<file path="config.mk">
export PLATFORM = sky130hd
export DESIGN_NAME = serial_adder_ctrl
export DESIGN_NICKNAME = d
export VERILOG_FILES = /design/src/rtl/serial_adder_ctrl.sv
export SDC_FILE = /design/constraint.sdc
export NUM_CORES = 1
export LEC_CHECK = 0
export ABC_AREA = 0
export CAP_MARGIN = 20
export CELL_PAD_IN_SITES_DETAIL_PLACEMENT = 1
export CELL_PAD_IN_SITES_GLOBAL_PLACEMENT = 2
export CORE_ASPECT_RATIO = 0.9
export CORE_MARGIN = 2
export CORE_UTILIZATION = 30
export CTS_CLUSTER_SIZE = 10
export DETAILED_ROUTE_END_ITERATION = 16
export PLACE_DENSITY = 0.79
export SLEW_MARGIN = 20
export SYNTH_ARGS = -nofsm -noshare
export SYNTH_HDL_FRONTEND = slang
export SYNTH_SLANG_ARGS = --single-unit
export TNS_END_PERCENT = 100
</file>
<file path="constraint.sdc">
create_clock -name clk -period 1.7 [get_ports clk]
set_input_delay 0.34 -clock clk [delete_from_list [all_inputs] [get_ports clk]]
set_output_delay 0.34 -clock clk [all_outputs]
set_load 0.02 [all_outputs]
</file>
<file path="src/rtl/serial_adder_ctrl.sv">
// Bit-serial N-bit adder: one 1-bit full adder plus a carry flop, fed LSB-first
// over N cycles, with a start/busy/done handshake around the result registers.

module fulladder (
  input  logic A,
  input  logic B,
  input  logic Ci,
  output logic Co,
  output logic S
);
  assign S  = A ^ B ^ Ci;
  assign Co = (A & B) | (Ci & (A ^ B));
endmodule

module serial_adder_ctrl #(
  parameter int N = 8
) (
  input  logic         clk,
  input  logic         rst_n,
  input  logic         start,
  input  logic [N-1:0] A,
  input  logic [N-1:0] B,
  input  logic         Ci,
  output logic         busy,
  output logic         done,
  output logic [N-1:0] S,
  output logic         Co
);
  localparam int CW = (N > 1) ? $clog2(N) : 1;
  localparam logic [CW-1:0] LAST = CW'(N - 1);

  typedef enum logic [1:0] {IDLE, SHIFT, DONE} state_t;

  state_t        state;
  logic [N-1:0]  op_a;
  logic [N-1:0]  op_b;
  logic [N-1:0]  sreg;
  logic          carry;
  logic [CW-1:0] cnt;
  logic          fa_s;
  logic          fa_co;

  // The single shared adder cell always looks at the current LSBs and carry.
  fulladder u_fa (
    .A  (op_a[0]),
    .B  (op_b[0]),
    .Ci (carry),
    .Co (fa_co),
    .S  (fa_s)
  );

  always_ff @(posedge clk or negedge rst_n) begin
    if (!rst_n) begin
      state <= IDLE;
      busy  <= 1'b0;
      done  <= 1'b0;
      S     <= '0;
      Co    <= 1'b0;
      op_a  <= '0;
      op_b  <= '0;
      sreg  <= '0;
      carry <= 1'b0;
      cnt   <= '0;
    end else begin
      case (state)
        IDLE: begin
          done <= 1'b0;
          if (start) begin
            op_a  <= A;
            op_b  <= B;
            carry <= Ci;
            cnt   <= '0;
            busy  <= 1'b1;
            state <= SHIFT;
          end
        end
        SHIFT: begin
          op_a  <= op_a >> 1;
          op_b  <= op_b >> 1;
          carry <= fa_co;
          sreg  <= {fa_s, sreg[N-1:1]};
          cnt   <= cnt + 1'b1;
          // Last bit: publish the result straight from the adder so S/Co stay
          // untouched for the whole SHIFT phase.
          if (cnt == LAST) begin
            S     <= {fa_s, sreg[N-1:1]};
            Co    <= fa_co;
            busy  <= 1'b0;
            done  <= 1'b1;
            state <= DONE;
          end
        end
        DONE: begin
          done  <= 1'b0;
          state <= IDLE;
        end
        default: begin
          busy  <= 1'b0;
          done  <= 1'b0;
          state <= IDLE;
        end
      endcase
    end
  end
endmodule
</file>
======== Yosys cells after proc, flatten, opt, wreduce, memory -nomap -nowiden ========
Cells that the tools add are included.
word-level totals
  register bits ........................... 41
  input bits .............................. 20
  output and inout bits ................... 11
cells by class
  add/subtract/negate cells ............... 1
  equal/unequal tests ..................... 5
  mux-type cells .......................... 16
  bitwise gates (word level) .............. 6
  reduce and logical (&&, ||, !) cells .... 6
operators by type and width
  cell                   count
  $pmux W8 S2            2
  $mux W8                2
  $pmux W3 S2            1
  $reduce_and A2 Y1      3
  $mux W1                5
  $mux W2                2
  $ne A2 B2 Y1 const B   2
  $pmux W2 S2            1
  $add A3 B1 Y3 const B  1
  $eq A3 B3 Y1 const B   1
  $mux W3                1
  $pmux W1 S3            1
  $reduce_and A3 Y1      1
  $and A1 B1 Y1          2
  $eq A2 B1 Y1 const B   1
  $eq A2 B2 Y1 const B   1
  $logic_not A2 Y1       1
  $pmux W1 S2            1
  $reduce_bool A2 Y1     1
  $xor A1 B1 Y1          2
  $not A1 Y1             1
  $or A1 B1 Y1           1

======== Depth between registers and ports, before layout ========
  depth after elaboration ................. 4
  mapped depth ............................ 6
  depth with buffers taken out ............ 5

======== By module ========
From an unflattened synthesis, not the netlist that was laid out.
unflattened totals
  cell total of the unflattened synthesis .. 169
  area total of the unflattened synthesis .. 1819.2 µm²
by module, submodules not included
  module             instances  cells an instance  area an instance (µm²)  sequential area each (µm²)
  serial_adder_ctrl  1          168                1799.2                  1001.0
  fulladder          1          1                  20.0                    0.0

======== Worst setup path after synthesis ========
No wires, ideal clock.
  path type ............................... reg-to-reg
  start ................................... register cnt[0]
  end ..................................... register Co
  arrival time ............................ 1251 ps
  path slack .............................. 324 ps
  stages on the path, launching flop included .. 5
  period minus slack after synthesis ...... 1376 ps
  cells stage by stage .................... dfrtp_1 -> ha_1 -> ha_1 -> nand2_8 -> mux2_4
on the way
  word-level cells in the longest chain between the ends .. 2
RTL lines
  what                         RTL line  source
  start, declared              39        logic [CW-1:0] cnt;
  start signal, assigned       82        cnt <= cnt + 1'b1;
  $eq A3 B3 Y1                 85        if (cnt == LAST) begin
  $reduce_and A2 Y1 (no line)  n/a
  end signal, assigned         87        Co <= fa_co;
  end, declared                27        output logic Co
No other way between the ends.
A chain may end at the register's enable or synchronous reset.

======== Worst setup path after layout ========
  start ................................... register busy
  end ..................................... output busy
RTL lines
  what                    RTL line  source
  start, declared         24        output logic busy,
  start signal, assigned  55        busy <= 1'b0;
  start signal, assigned  73        busy <= 1'b1;
  start signal, assigned  88        busy <= 1'b0;
No word-level cell between the ends.

==> run summary <==
The flow ran to the end, and the final reports show no timing, DRC or antenna violations. Number of optimization iterations in the first detailed-route pass: 4. For this design the static power due to leakage is 0.00101 uW.

The logs give 0 for the DRC violation count after routing and 5 for the TritonCTS buffer count. Setup repair after global routing left no endpoint under its margin. The number of cells on the critical path came out at 1. The logs give 0.29 ns for the worst-skew pair later-pin latency and 6640 um for the first-pass GRT wire length. The die covers 6450 um2. The global routing stage identified its most utilized layer as met2. Walking the worst path, the cells encountered are clkdlybuf4s50_1. The finished layout holds 250 standard cells, fillers aside. The relative slew slack came out at 64.7%. The worst-case IR drop observed on VDD is 0.000819 V. For the count of antenna-violating nets left after detailed routing, the log shows 0. In this run the worst path has a maximum fanout of 3. The die extent in x was 84.4 um. Prevailing post-synth register cell: dfrtp_1. The sum of buffers and inverters on the critical path was 1; the number of flip-flops and latches in the synthesized netlist was 40. Cells fill 39.5% of the core in the end. Clock-pin transition on the worst setup and hold timing paths: 0.08 ns.

Synthesis produced a netlist with a net count of 166. The library cell contributing the largest single delay on the critical path was clkdlybuf4s50_1. The buffer levels on the longest clock path came out at 2. The tools report the endpoint of the worst-slack reg-to-reg timing path as S[5]. From bottom edge to top edge, the die measures 76.4 um. Class of the tightest hold or removal check: in -> async.

The worst path in the final design needs a cycle of 1.60 ns, including I/O delays and setup. The tools report the launch instance of the worst register-to-register path as cnt[0]. The run gives 1.36 ns as the data required time of the critical path.

Post-CTS repair changed the size of 0 cells. The net count of the finished layout is 202. The critical path endpoint category is an output port.

The clock sink count is 40. The delay of the slowest critical-path stage was 0.61 ns; the area of the core was 5660 um2. The number of hold buffers added after CTS was 0. The average footprint of a synthesized cell came out at 12.2 um2. The root buffer cell chosen for the clock tree is clkbuf_8. The run gives 0 as the count of final hold-check violations.

The portion of the clock cycle consumed by the worst path in the final layout is 94.2%. The standard-cell row count was 26; the fraction of registers with async set/reset was 100%. The logs give 0 for the overall overflow remaining after global route and 37 for the number of DRC markers after the initial detailed-route iteration. After legalization and detailed placement, the total HPWL measured 2770 um.

Global routing used 3.47% of the available met3 tracks. The cell area that synthesis handed to floorplanning was 1750 um2. Via count of the first global-routing pass: 1348. Setup TNS after final layout: 0 ns. The critical path is of the reg -> out type. For this run, the register share of the synthesized area comes to 57.3%. The post-detailed-route wirelength per cell is 15.1 um, and the number of instances in the placed design is 242. The proportion of layout cells with a drive suffix above 1 is 19.4%. From synthesis to final layout, the design area changed by 28.0%. The H-tree depth came out at 2. Global routing used 21.9% of the available met2 tracks. The run gives 0.0172 ns as the worst hold slack after final layout. In this run, synthesis inferred 0 flip-flops with an integrated enable. Summing over every cut layer, the via total after detailed routing is 1218. Synthesis instantiated 25 different standard cells from the library. For the reg-to-reg setup timing slack, the log shows 0.22 ns. Static timing analysis puts the maximum clock frequency at 0.625 GHz.

The logs give 0.767 for the last weighted congestion value of the routability-driven placer and 0.00894 ns for the post-route clock skew. Global routing consumed, over all layers together, 12.9% of the routing resources. The logs give 0 for the number of post-CTS setup repair buffers and 16.4% for the global-route track usage on met1.

Fill cells in the final layout number 623. The worst setup path is launched from a flop. The number of antenna violations at the first check in global routing was 0. The power density of the placed cells is 1860 nW/um2, and the effective utilization at floorplan is 30.9%. The run gives 3770 um as the total detailed-routing wirelength.

The run gives 143 as the cell count after synthesis. Setup violations remaining at the end of the flow were counted as 0. Dividing the detail-routed via count by the number of cells gives 4.87. Pin placement for this block handled 31 I/O pins. The Yosys warning count was 0.

Grouping stages by cell kind, the critical path spends the most delay in buffers and inverters. The tools report the launching element of the worst setup path as busy. Prior to clock tree synthesis, the placed netlist has a worst setup slack of 0.104 ns.

End point of the critical path: busy. The count of input and output buffers is 30. TritonCTS built the clock tree. Across the run, the number of max-cap violations was 0.

At the pin with the least slew margin, the transition time is 0.529 ns. The max-slew violation total from the final report was 0; the post-layout worst setup margin was 0.0991 ns. Entering global routing, the biggest net connects 23 pins. Data arrives at the worst endpoint at 1.26 ns. The number of antenna diodes in the final layout is 0.

The worst reg-to-reg path cell count was 4.
==> worst min-delay path by stage <==
stage               cells after the start  slack, ns  start   end
floorplan                               0       0.04  rst_n    Co
global placement                        1       0.33  rst_n  S[5]
detailed placement                      1       0.36  rst_n  S[4]
CTS                                     1       0.04  rst_n  S[2]
global route                            1       0.05  rst_n  S[1]
finish                                  1       0.02  rst_n  S[2]
==> synth_stat cells, types with 3 or more instances <==
cell type	count	area share, %
nand2_1	23	4.9
buf_6	3	1.9
nand2b_1	3	1.1
nand3b_1	8	3.4
o221a_2	8	5.2
dfrtp_1	40	57
a21oi_1	9	2.6
nor2_1	11	2.4
mux2_4	9	7.7
o22ai_1	7	2.5
o21ai_0	3	0.86
==> power breakdown <==
group	leakage, uW	internal (uW)	total, uW	switching, uW
logic	0.000472	903	1690	790
registers	0.000485	1390	1700	308
clock network	0.0000552	436	762	326
total	0.00101	2730	4160	1420
==> routing by layer <==
metal	vias to the layer above	wire length, um
li1	575	-
met1	614	1690
met2	25	1930
met3	4	130
met4	0	27
met5	-	0
==> per-stage QoR <==
stage | power, uW | area (um2)
floorplan | 2850 | 1750
global placement | 3310 | 2130
detailed placement | 3450 | 2130
CTS | 4220 | 2240
global route | 4460 | 2240
finish | 4160 | 2240
==> cells in the final DEF (no fill, tap or decap), types with 3 or more instances in the layout <==
cell type	Yosys	routed
a21oi_1	9	9
buf_4	2	5
clkbuf_8	0	5
clkdlybuf4s50_1	0	29
dfrtp_1	40	40
mux2_4	9	9
nand2_1	23	23
nand2b_1	3	3
nand3b_1	8	8
nor2_1	11	11
o21ai_0	3	3
o221a_2	8	8
o22ai_1	7	7
==> cells by family after synthesis <==
group | Yosys count | share of synthesized area (%)
simple gates | 48 | 14.3
compound gates | 33 | 14.1
flops | 40 | 57.3
buf+inv | 10 | 4.01
mux | 9 | 7.74
fa+ha+maj | 3 | 2.58
==> cell type report <==
cell class	count	area (um2)	share of cell area [%]
Clock buffer	6	72.6	3.25
Clock inverter	2	35.0	1.57
Timing Repair Buffer	36	353	15.8
Tap cell	70	87.6	3.92
Sequential cell	40	1000	44.8
Multi-Input combinational cell	93	676	30.2
Inverter	3	11.3	0.504
==> flip-flops by register name, summed over array words and instances, names as in the netlist <==
name,count
S,8
op_b,8
cnt,3
Co,1
op_a,8
state,2
done,1
carry,1
busy,1
sreg,7
No activity file was read; power rests on OpenSTA's default activity.
